File: config.mk
export PLATFORM = sky130hd
export DESIGN_NAME = ryu_punch_sequencer_flat
export DESIGN_NICKNAME = d
export VERILOG_FILES = /design/src/rtl/ryu_punch_sequencer_if.sv /design/src/rtl/ryu_punch_sequencer.sv /design/src/flat_wrapper.sv
export SDC_FILE = /design/constraint.sdc
export NUM_CORES = 1
export LEC_CHECK = 0
export BUFFER_PORTS_ARGS = -buffer_cell sky130_fd_sc_hd__buf_2
export CAP_MARGIN = 20
export CORE_MARGIN = 2
export CORE_UTILIZATION = 39
export DETAILED_ROUTE_END_ITERATION = 6
export GPL_TIMING_DRIVEN = 1
export PLACE_DENSITY_LB_ADDON = 0.12
export SYNTH_ARGS = -nofsm -noshare
export SYNTH_HDL_FRONTEND = slang
export SYNTH_SLANG_ARGS = --single-unit
File: constraint.sdc
create_clock -name Clk -period 2.05 [get_ports Clk]
set_input_delay 0.205 -clock Clk [delete_from_list [all_inputs] [get_ports Clk]]
set_output_delay 0.205 -clock Clk [all_outputs]
set_load 0.01 [all_outputs]
File: src/rtl/ryu_punch_sequencer_if.sv
// ryu_punch_sequencer_if: scan/ROM/palette signals shared by the punch sequencer and its driver
interface ryu_punch_sequencer_if #(parameter int ROM_AW = 15);
  logic              vsync_tick;
  logic              punch_req;
  logic              facing_left;
  logic [9:0]        ryu_x;
  logic [9:0]        ryu_y;
  logic [9:0]        DrawX;
  logic [9:0]        DrawY;
  logic [ROM_AW-1:0] rom_addr;
  logic [3:0]        rom_index;
  logic [3:0]        pal_index;
  logic              pixel_valid;
  logic              busy;
  logic [1:0]        frame_num;
  modport master (
    output vsync_tick, punch_req, facing_left, ryu_x, ryu_y, DrawX, DrawY, rom_index,
    input  rom_addr, pal_index, pixel_valid, busy, frame_num
  );
  modport slave (
    input  vsync_tick, punch_req, facing_left, ryu_x, ryu_y, DrawX, DrawY, rom_index,
    output rom_addr, pal_index, pixel_valid, busy, frame_num
  );
endinterface

File: src/rtl/ryu_punch_sequencer.sv
// ryu_punch_sequencer: punch animation FSM stepped on vsync plus a 3-cycle sprite pixel fetch pipeline
module ryu_punch_sequencer #(
  parameter int SPRITE_W        = 64,
  parameter int SPRITE_H        = 96,
  parameter int NUM_FRAMES      = 3,
  parameter int TICKS_PER_FRAME = 4,
  parameter int COOLDOWN_TICKS  = 6,
  parameter int ROM_AW          = 15
) (
  input logic Clk,
  input logic Reset,
  ryu_punch_sequencer_if.slave bus
);
  localparam int CMAX = TICKS_PER_FRAME > COOLDOWN_TICKS ? TICKS_PER_FRAME : COOLDOWN_TICKS;
  localparam int CW   = $clog2(CMAX + 1);
  typedef enum logic [1:0] {IDLE, PUNCH, COOLDOWN} state_t;
  state_t          state, state_n;
  logic [1:0]      frame, frame_n;
  logic [CW-1:0]   cnt, cnt_n, cnt_inc;
  logic            pending, pending_n;
  logic [10:0]     dx, dy, col;
  logic            inbox, inbox_d1, inbox_d2;
  logic [ROM_AW-1:0] addr_n;
  always_ff @(posedge Clk or posedge Reset) begin
    if (Reset) begin
      state   <= IDLE;
      frame   <= '0;
      cnt     <= '0;
      pending <= 1'b0;
    end else begin
      state   <= state_n;
      frame   <= frame_n;
      cnt     <= cnt_n;
      pending <= pending_n;
    end
  end
  assign cnt_inc = cnt + 1'b1;
  always_comb begin
    state_n   = state;
    frame_n   = frame;
    cnt_n     = cnt;
    pending_n = pending;
    case (state)
      IDLE: begin
        pending_n = pending | bus.punch_req;
        if (bus.vsync_tick && (pending | bus.punch_req)) begin
          state_n   = PUNCH;
          frame_n   = '0;
          cnt_n     = '0;
          pending_n = 1'b0;
        end
      end
      PUNCH: if (bus.vsync_tick) begin
        cnt_n = cnt_inc == CW'(TICKS_PER_FRAME) ? '0 : cnt_inc;
        if (cnt_inc == CW'(TICKS_PER_FRAME)) begin
          state_n = frame == 2'(NUM_FRAMES - 1) ? COOLDOWN : PUNCH;
          frame_n = frame == 2'(NUM_FRAMES - 1) ? 2'd0 : frame + 2'd1;
        end
      end
      COOLDOWN: if (bus.vsync_tick) begin
        state_n = cnt_inc == CW'(COOLDOWN_TICKS) ? IDLE : COOLDOWN;
        cnt_n   = cnt_inc == CW'(COOLDOWN_TICKS) ? '0 : cnt_inc;
      end
      default: state_n = IDLE;
    endcase
  end
  assign bus.busy      = state != IDLE;
  assign bus.frame_num = frame;
  // dx/dy are 11-bit two's complement so scan positions left of / above the sprite fail the box test
  assign dx     = {1'b0, bus.DrawX} - {1'b0, bus.ryu_x};
  assign dy     = {1'b0, bus.DrawY} - {1'b0, bus.ryu_y};
  assign inbox  = !dx[10] && dx < 11'(SPRITE_W) && !dy[10] && dy < 11'(SPRITE_H);
  assign col    = bus.facing_left ? 11'(SPRITE_W - 1) - dx : dx;
  assign addr_n = ROM_AW'(frame) * ROM_AW'(SPRITE_W * SPRITE_H) + ROM_AW'(dy) * ROM_AW'(SPRITE_W) + ROM_AW'(col);
  always_ff @(posedge Clk or posedge Reset) begin
    if (Reset) begin
      bus.rom_addr    <= '0;
      inbox_d1        <= 1'b0;
      inbox_d2        <= 1'b0;
      bus.pal_index   <= '0;
      bus.pixel_valid <= 1'b0;
    end else begin
      bus.rom_addr    <= inbox ? addr_n : '0;
      inbox_d1        <= inbox;
      inbox_d2        <= inbox_d1;
      bus.pal_index   <= bus.rom_index;
      bus.pixel_valid <= inbox_d2 && (bus.rom_index != 4'd0);
    end
  end
endmodule

File: src/flat_wrapper.sv
// flat-port wrapper written by rule: the top's interface ports become plain ports
module ryu_punch_sequencer_flat 
#(
  parameter int SPRITE_W        = 64,
  parameter int SPRITE_H        = 96,
  parameter int NUM_FRAMES      = 3,
  parameter int TICKS_PER_FRAME = 4,
  parameter int COOLDOWN_TICKS  = 6,
  parameter int ROM_AW          = 15
)
  (Clk, Reset, bus_vsync_tick, bus_punch_req, bus_facing_left, bus_ryu_x, bus_ryu_y, bus_DrawX, bus_DrawY, bus_rom_index, bus_rom_addr, bus_pal_index, bus_pixel_valid, bus_busy, bus_frame_num);
  ryu_punch_sequencer_if #(.ROM_AW(ROM_AW)) bus_i ();
  input logic Clk;
  input logic Reset;
  input wire logic [$bits(bus_i.vsync_tick)-1:0] bus_vsync_tick;
  input wire logic [$bits(bus_i.punch_req)-1:0] bus_punch_req;
  input wire logic [$bits(bus_i.facing_left)-1:0] bus_facing_left;
  input wire logic [$bits(bus_i.ryu_x)-1:0] bus_ryu_x;
  input wire logic [$bits(bus_i.ryu_y)-1:0] bus_ryu_y;
  input wire logic [$bits(bus_i.DrawX)-1:0] bus_DrawX;
  input wire logic [$bits(bus_i.DrawY)-1:0] bus_DrawY;
  input wire logic [$bits(bus_i.rom_index)-1:0] bus_rom_index;
  output wire logic [$bits(bus_i.rom_addr)-1:0] bus_rom_addr;
  output wire logic [$bits(bus_i.pal_index)-1:0] bus_pal_index;
  output wire logic [$bits(bus_i.pixel_valid)-1:0] bus_pixel_valid;
  output wire logic [$bits(bus_i.busy)-1:0] bus_busy;
  output wire logic [$bits(bus_i.frame_num)-1:0] bus_frame_num;
  assign bus_i.vsync_tick = bus_vsync_tick;
  assign bus_i.punch_req = bus_punch_req;
  assign bus_i.facing_left = bus_facing_left;
  assign bus_i.ryu_x = bus_ryu_x;
  assign bus_i.ryu_y = bus_ryu_y;
  assign bus_i.DrawX = bus_DrawX;
  assign bus_i.DrawY = bus_DrawY;
  assign bus_i.rom_index = bus_rom_index;
  assign bus_rom_addr = bus_i.rom_addr;
  assign bus_pal_index = bus_i.pal_index;
  assign bus_pixel_valid = bus_i.pixel_valid;
  assign bus_busy = bus_i.busy;
  assign bus_frame_num = bus_i.frame_num;
  ryu_punch_sequencer #(.SPRITE_W(SPRITE_W), .SPRITE_H(SPRITE_H), .NUM_FRAMES(NUM_FRAMES), .TICKS_PER_FRAME(TICKS_PER_FRAME), .COOLDOWN_TICKS(COOLDOWN_TICKS), .ROM_AW(ROM_AW)) u_core (.Clk(Clk), .Reset(Reset), .bus(bus_i));
endmodule
# Yosys cells after proc, flatten, opt, wreduce, memory -nomap -nowiden

Index checks and enable logic that the tools add are counted.

Output and inout bits: 23
Register bits: 30
Input bits: 49

$add $sub $neg: 7
Equality and inequality tests: 9
$lt $le $gt $ge: 2
Multiplexer cells: 21
Bitwise logic cells: 1
Reductions and logical operators: 15
Multiply operators: 1

Operators with widths:

| kind                                                                           | number |
|---|---|
| 11-bit by 7-bit less-than comparator with 1-bit output (second input constant) | 2 |
| 10-bit by 10-bit subtractor with 11-bit output                                 | 2 |
| 2-bit 2-to-1 mux                                                               | 10 |
| 15-bit by 11-bit adder with 15-bit output                                      | 1 |
| 15-bit adder                                                                   | 1 |
| 15-bit 2-to-1 mux                                                              | 1 |
| 3-bit 2-to-1 mux                                                               | 5 |
| 4-bit AND reduction                                                            | 3 |
| 11-bit 2-to-1 mux                                                              | 1 |
| 6-bit by 11-bit subtractor with 11-bit output (first input constant)           | 1 |
| 3-bit case mux with 3 select lines                                             | 1 |
| 3-bit equality test (second input constant)                                    | 2 |
| 2-bit case mux with 3 select lines                                             | 1 |
| 1-bit logical AND                                                              | 5 |
| 2-bit equality test (second input constant)                                    | 2 |
| 2-bit by 2-bit multiplier with 4-bit output (second input constant)            | 1 |
| 2-bit by 1-bit != test with 1-bit output (second input constant)               | 2 |
| 2-bit != test (second input constant)                                          | 2 |
| 2-bit case mux with 2 select lines                                             | 1 |
| 2-bit nonzero test                                                             | 2 |
| 4-bit nonzero test                                                             | 1 |
| 3-bit by 1-bit adder with 3-bit output (second input constant)                 | 1 |
| 3-bit nonzero test                                                             | 1 |
| 2-bit by 1-bit adder with 2-bit output (second input constant)                 | 1 |
| 5 further kinds                                                                | 6 |

# Depth between registers and ports, before layout

Depth after elaboration: 6
Gate-level depth with buffers: 18
Gate-level depth less buffers: 18

# Worst setup path before layout

No wires, ideal clock.

Kind: in2reg
Start: in bus_DrawX[0]
End: reg u_core.bus.rom_addr[13]
Setup slack: -1.573 ns
Data required time: 1.906 ns
Data arrival time: 3.479 ns
Cell stages on the path: 17
Path buffers: 0
Path through: inv_1 > ha_1 > inv_1 > fa_1 > a211oi_2 > or4b_2 > nand3_1 > inv_1 > ha_1 > mux2_2 > ha_1 > a21o_1 > a21oi_1 > o21ai_0 > o41ai_1 > xor2_1 > nor3_2

Word-level cells in the longest chain between the ends: 6
Elaborated cells on any way between the ends: 10
Classes of those cells: 3 x add/sub; 1 x order compare; 2 x mux; 4 x reduce/logical

RTL lines:

| element                                                                           | line                         | text |
|---|---|---|
| start, declared                                                                   | flat_wrapper.sv:20           | `input wire logic [$bits(bus_i.DrawX)-1:0] bus_DrawX;` |
| 10-bit by 10-bit subtractor with 11-bit output (*)                                | ryu_punch_sequencer.sv:70    | `assign dx = {1'b0, bus.DrawX} - {1'b0, bus.ryu_x};` |
| branches (longest 4 deep; another with 15-bit by 11-bit adder with 15-bit output) | n/a                          |  |
| 15-bit 2-to-1 mux (*)                                                             | ryu_punch_sequencer.sv:83    | `bus.rom_addr <= inbox ? addr_n : '0;` |
| end signal, assigned                                                              | ryu_punch_sequencer.sv:83    |  |
| end, declared                                                                     | ryu_punch_sequencer_if.sv:22 | `output rom_addr, pal_index, pixel_valid, busy, frame_num` |

Mark *: on every way between the ends.
A chain may end at the register's enable or synchronous reset.

# Final worst setup path

Ends and elaborated chain as after synthesis.

==> impl_metrics.py <==
metrics = {
    "global_routing": {
        "grt.overflow.total": 0,
        "first_global_vias": 2636,
        "grt_pass1_wl_microns": 11000,
        "grt.total_usage": 0.169,
        "antenna_found_initial": 0,
        "grt_max_degree": 31,
    },
    "pwr": {
        "power_frac_seq": 0.222,
        "p_leak_nw": 2.21,
        "totalPowerFinal_mw": 3.13,
        "ir_worst_vdd_v": 0.000270,
        "p_int_mw": 1.88,
        "comb_power_share": 0.642,
        "p_per_area_nw_per_um2": 727,
        "p_clk_frac": 0.137,
        "switching_share": 0.399,
        "p_sw_mw": 1.25,
    },
    "layout": {
        "seq_area_sq_um": 751,
        "layout-drive-gt1-share": 0.470,
        "nFillCells": 643,
        "final_cell_mix": "buf_4 (77), buf_2 (70), inv_1 (37)",
        "multi_input_area_sq_um": 2120,
        "syn2layout_area_growth_pct": 52.0,
        "antenna_cells": 0,
        "nets": 563,
        "final_util": 0.603,
        "final_cells": 569,
        "final_common_cell": "buf_4",
    },
    "sta": {
        "fmax_mhz": 324,
        "finalClockSkew_ns": 0.00225,
        "maxSlewHeadroom": 0.668,
        "worst_slack_ns": -1.04,
        "worstMarginPinSlew_ns": 0.485,
        "rsz0062_at_grt": "true",
        "fin_crit_sh": 1.51,
        "finalSetupViolCount": 16,
        "finalMaxSlewViolations": 0,
        "layout_min_cycle_time_ns": 3.09,
        "hold_viol_final": 0,
    },
    "drt": {
        "routed_via_density": 4.72,
        "drc_errors": 0,
        "dr_total_vias": 2686,
        "drtIter0Drc": 74,
        "ant_nets": 0,
        "finalWirelength_microns": 6290,
        "dr.pass1.iters": 4,
        "wl_per_cell_microns": 11.0,
    },
    "placement": {
        "hpwl_microns": 5170,
        "placed_cells": 553,
        "gp_congestion": 0.862,
        "port_buffers": 71,
    },
    "die": {
        "die-area_sq_um": 7960,
        "design.portCount": 72,
        "rows": 31,
        "die_w_microns": 89.2,
        "die_h_microns": 89.2,
        "core_sq_um": 7140,
        "start_util": 0.397,
    },
    "worst_setup_path": {
        "cp.required_ns": 2.21,
        "rr_endpoint": "u_core.bus.rom_addr[14]",
        "cp_data_arrival_time_ns": 3.25,
        "crit_path_end_kind": "flip-flop",
        "r2r_start": "u_core.bus.frame_num[0]",
        "ff2ff_path_depth": 7,
        "cp_cell_sequence": "buf_8 -> inv_12 -> ha_4 -> inv_2 -> fa_2 -> a211oi_4 -> or4b_4 -> nand3_4 -> inv_2 -> ha_4 -> mux2_4 -> ha_4 -> a21o_1 -> a21oi_2 -> o21ai_2 -> o41ai_2 -> xor2_1 -> nor3_2",
        "slowest_delay_ns": 0.36,
        "path_common_cell": "ha_4",
        "crit_type": "in2reg",
        "cp-start-kind": "primary input",
        "cp_max_fo": 4,
        "critical_path.slowest_cell": "fa_2",
        "r2r_slack_ns": 0.30,
    },
    "cts": {
        "cts_sinks": 30,
        "path_clk_slew_ns": 0.06,
        "cts_max_level": 2,
        "clock_latency_ns": 0.27,
        "clock-root-buffer": "clkbuf_8",
        "clk_path_buf_depth": 2,
        "tritoncts": "built",
        "cts_inserted_buffers": 5,
    },
    "worst_hold_path": {
        "whs_path_depth": 1,
        "hold_class": "in2reg",
        "min_to": "u_core.bus.pal_index[2]",
        "hold_start": "bus_rom_index[2]",
    },
    "synth": {
        "avgSynthCellArea_sq_um": 8.93,
        "yosys_most_used_dff": "dfrtp_1",
        "ys_types": 53,
        "syn_inst": 317,
        "ys_seq_area_frac": 0.265,
        "synth_warnings": 0,
        "ys_ff_latch": 30,
        "synth_nets": 410,
        "synth_area_sq_um": 2830,
        "synth_edf_count": 0,
        "synthArstFlopShare": 1.00,
    },
    "status": {
        "violations": "negative setup slack",
        "outcome": "finished with violations",
    },
    "run": {
        "maxCapViolCount": 0,
    },
}
## power groups by stage
stage          Clock [mW]  Sequential [mW]  Combinational [mW]
3_5_place_dp            0            0.704                1.88
2_1_floorplan           0            0.718                1.20
4_1_cts             0.445            0.694                1.98
6_report            0.428            0.693                2.01
3_3_place_gp            0            0.703                1.84
5_1_grt             0.472            0.702                2.24
## repair_timing
action | 4_1_cts | 5_1_grt
hold buffers | 1 | 0
setup buffers | 7 | 1
cloned | 1 | 0
gates resized for setup | 20 | 7
hold endpoints to repair | 9 | 0
pin swaps | 19 | 8
endpoints found under the setup margin | 16 | 16
## synth_stat cells, types with 2 or more instances
library cell | count | share of area
nor3_2 | 8 | 0.028
o31ai_1 | 2 | 0.0053
nor2_1 | 13 | 0.017
fa_1 | 3 | 0.021
or3_1 | 2 | 0.0044
and3b_1 | 2 | 0.0062
inv_1 | 42 | 0.056
xor2_1 | 13 | 0.040
o211ai_1 | 2 | 0.0053
o21ai_0 | 13 | 0.023
a21o_1 | 5 | 0.013
o41ai_1 | 3 | 0.0093
a31oi_1 | 3 | 0.0066
a21o_2 | 3 | 0.0093
ha_1 | 41 | 0.18
clkbuf_1 | 4 | 0.0053
nor3_1 | 9 | 0.016
a211oi_2 | 2 | 0.0088
a31o_2 | 2 | 0.0062
nand3_1 | 4 | 0.0071
o22ai_1 | 4 | 0.0088
or2_2 | 2 | 0.0044
nand2_1 | 22 | 0.029
nand2b_1 | 5 | 0.011
buf_2 | 2 | 0.0035
a21oi_1 | 27 | 0.048
o2111ai_1 | 2 | 0.0062
xnor2_1 | 15 | 0.046
a211oi_1 | 4 | 0.011
o21a_1 | 3 | 0.0080
dfrtp_1 | 30 | 0.27
nor2b_1 | 3 | 0.0066
nand4b_1 | 2 | 0.0062
## area by class of cell
cell class                      count  share of cell area
Clock buffer                        5              0.0160
Timing Repair Buffer              155               0.247
Multi-Input combinational cell    236               0.492
Sequential cell                    30               0.174
Clock inverter                      2             0.00233
Inverter                           42              0.0395
Tap cell                           99              0.0288
## sequential cells by signal, summed over array words and instances (netlist names)
signal,cells
u_core.bus.rom_addr,15
u_core.cnt,3
u_core.inbox_d1,1
u_core.pending,1
u_core.bus.pixel_valid,1
u_core.bus.pal_index,4
u_core.bus.frame_num,2
u_core.state,2
u_core.inbox_d2,1
## worst max path at each step
stage | startpoint | endpoint | slack, ns | cells past startpoint
finish | bus_DrawX[0] | u_core.bus.rom_addr[13] | -1.04 | 18
global route | bus_DrawX[0] | u_core.bus.rom_addr[12] | -1.14 | 18
CTS | bus_DrawX[0] | u_core.bus.rom_addr[14] | -0.97 | 18
detailed placement | bus_DrawX[0] | u_core.bus.rom_addr[13] | -1.48 | 18
global placement | bus_DrawX[0] | u_core.bus.rom_addr[13] | -1.41 | 17
floorplan | bus_DrawX[0] | u_core.bus.rom_addr[13] | -1.20 | 16
## worst max-delay path: cells and delay by family
| family | cells | cell delay (ns) |
|---|---|---|
| AOI/OAI and AO/OA | 5 | 1.05 |
| adders and majority gates | 4 | 0.89 |
| and+or+nand+nor | 3 | 0.33 |
| xor gates and xnor gates | 1 | 0.20 |
| muxes | 1 | 0.30 |
| buffers and inverters | 4 | 0.26 |
## metrics by stage
stage | area (sq um) | worst slack (ns) | TNS, ns | hold slack, ns
2_1_floorplan | 2970 | -1.20 | -9.76 | 0.236
3_5_place_dp | 4000 | -1.48 | -16.42 | 0.299
5_1_grt | 4300 | -1.14 | -11.44 | 0.0485
6_report | 4300 | -1.04 | -9.51 | 0.0559
3_3_place_gp | 4000 | -1.41 | -15.59 | 0.295
4_1_cts | 4260 | -0.967 | -8.75 | 0.0417
## routing by layer
layer  vias up  track usage  routed length (microns)
met3         8       0.0231                      265
met1      1193        0.219                     3050
met2        69        0.298                     2890
met4         0       0.0421                       79
met5         -            0                        0
li1       1416            -                        -
## cell families (layout without fill, tap and decap cells)
| family | after synthesis | count (layout) | synth area share |
|---|---|---|---|
| fa+ha+maj | 44 | 44 | 0.202 |
| simple gates | 79 | 79 | 0.165 |
| compound gates | 83 | 83 | 0.201 |
| flops | 30 | 30 | 0.265 |
| buf+inv | 51 | 204 | 0.0725 |
| xor+xnor | 28 | 28 | 0.0866 |
| mux | 2 | 2 | 0.00751 |
Power figures use the tool's default switching activity.
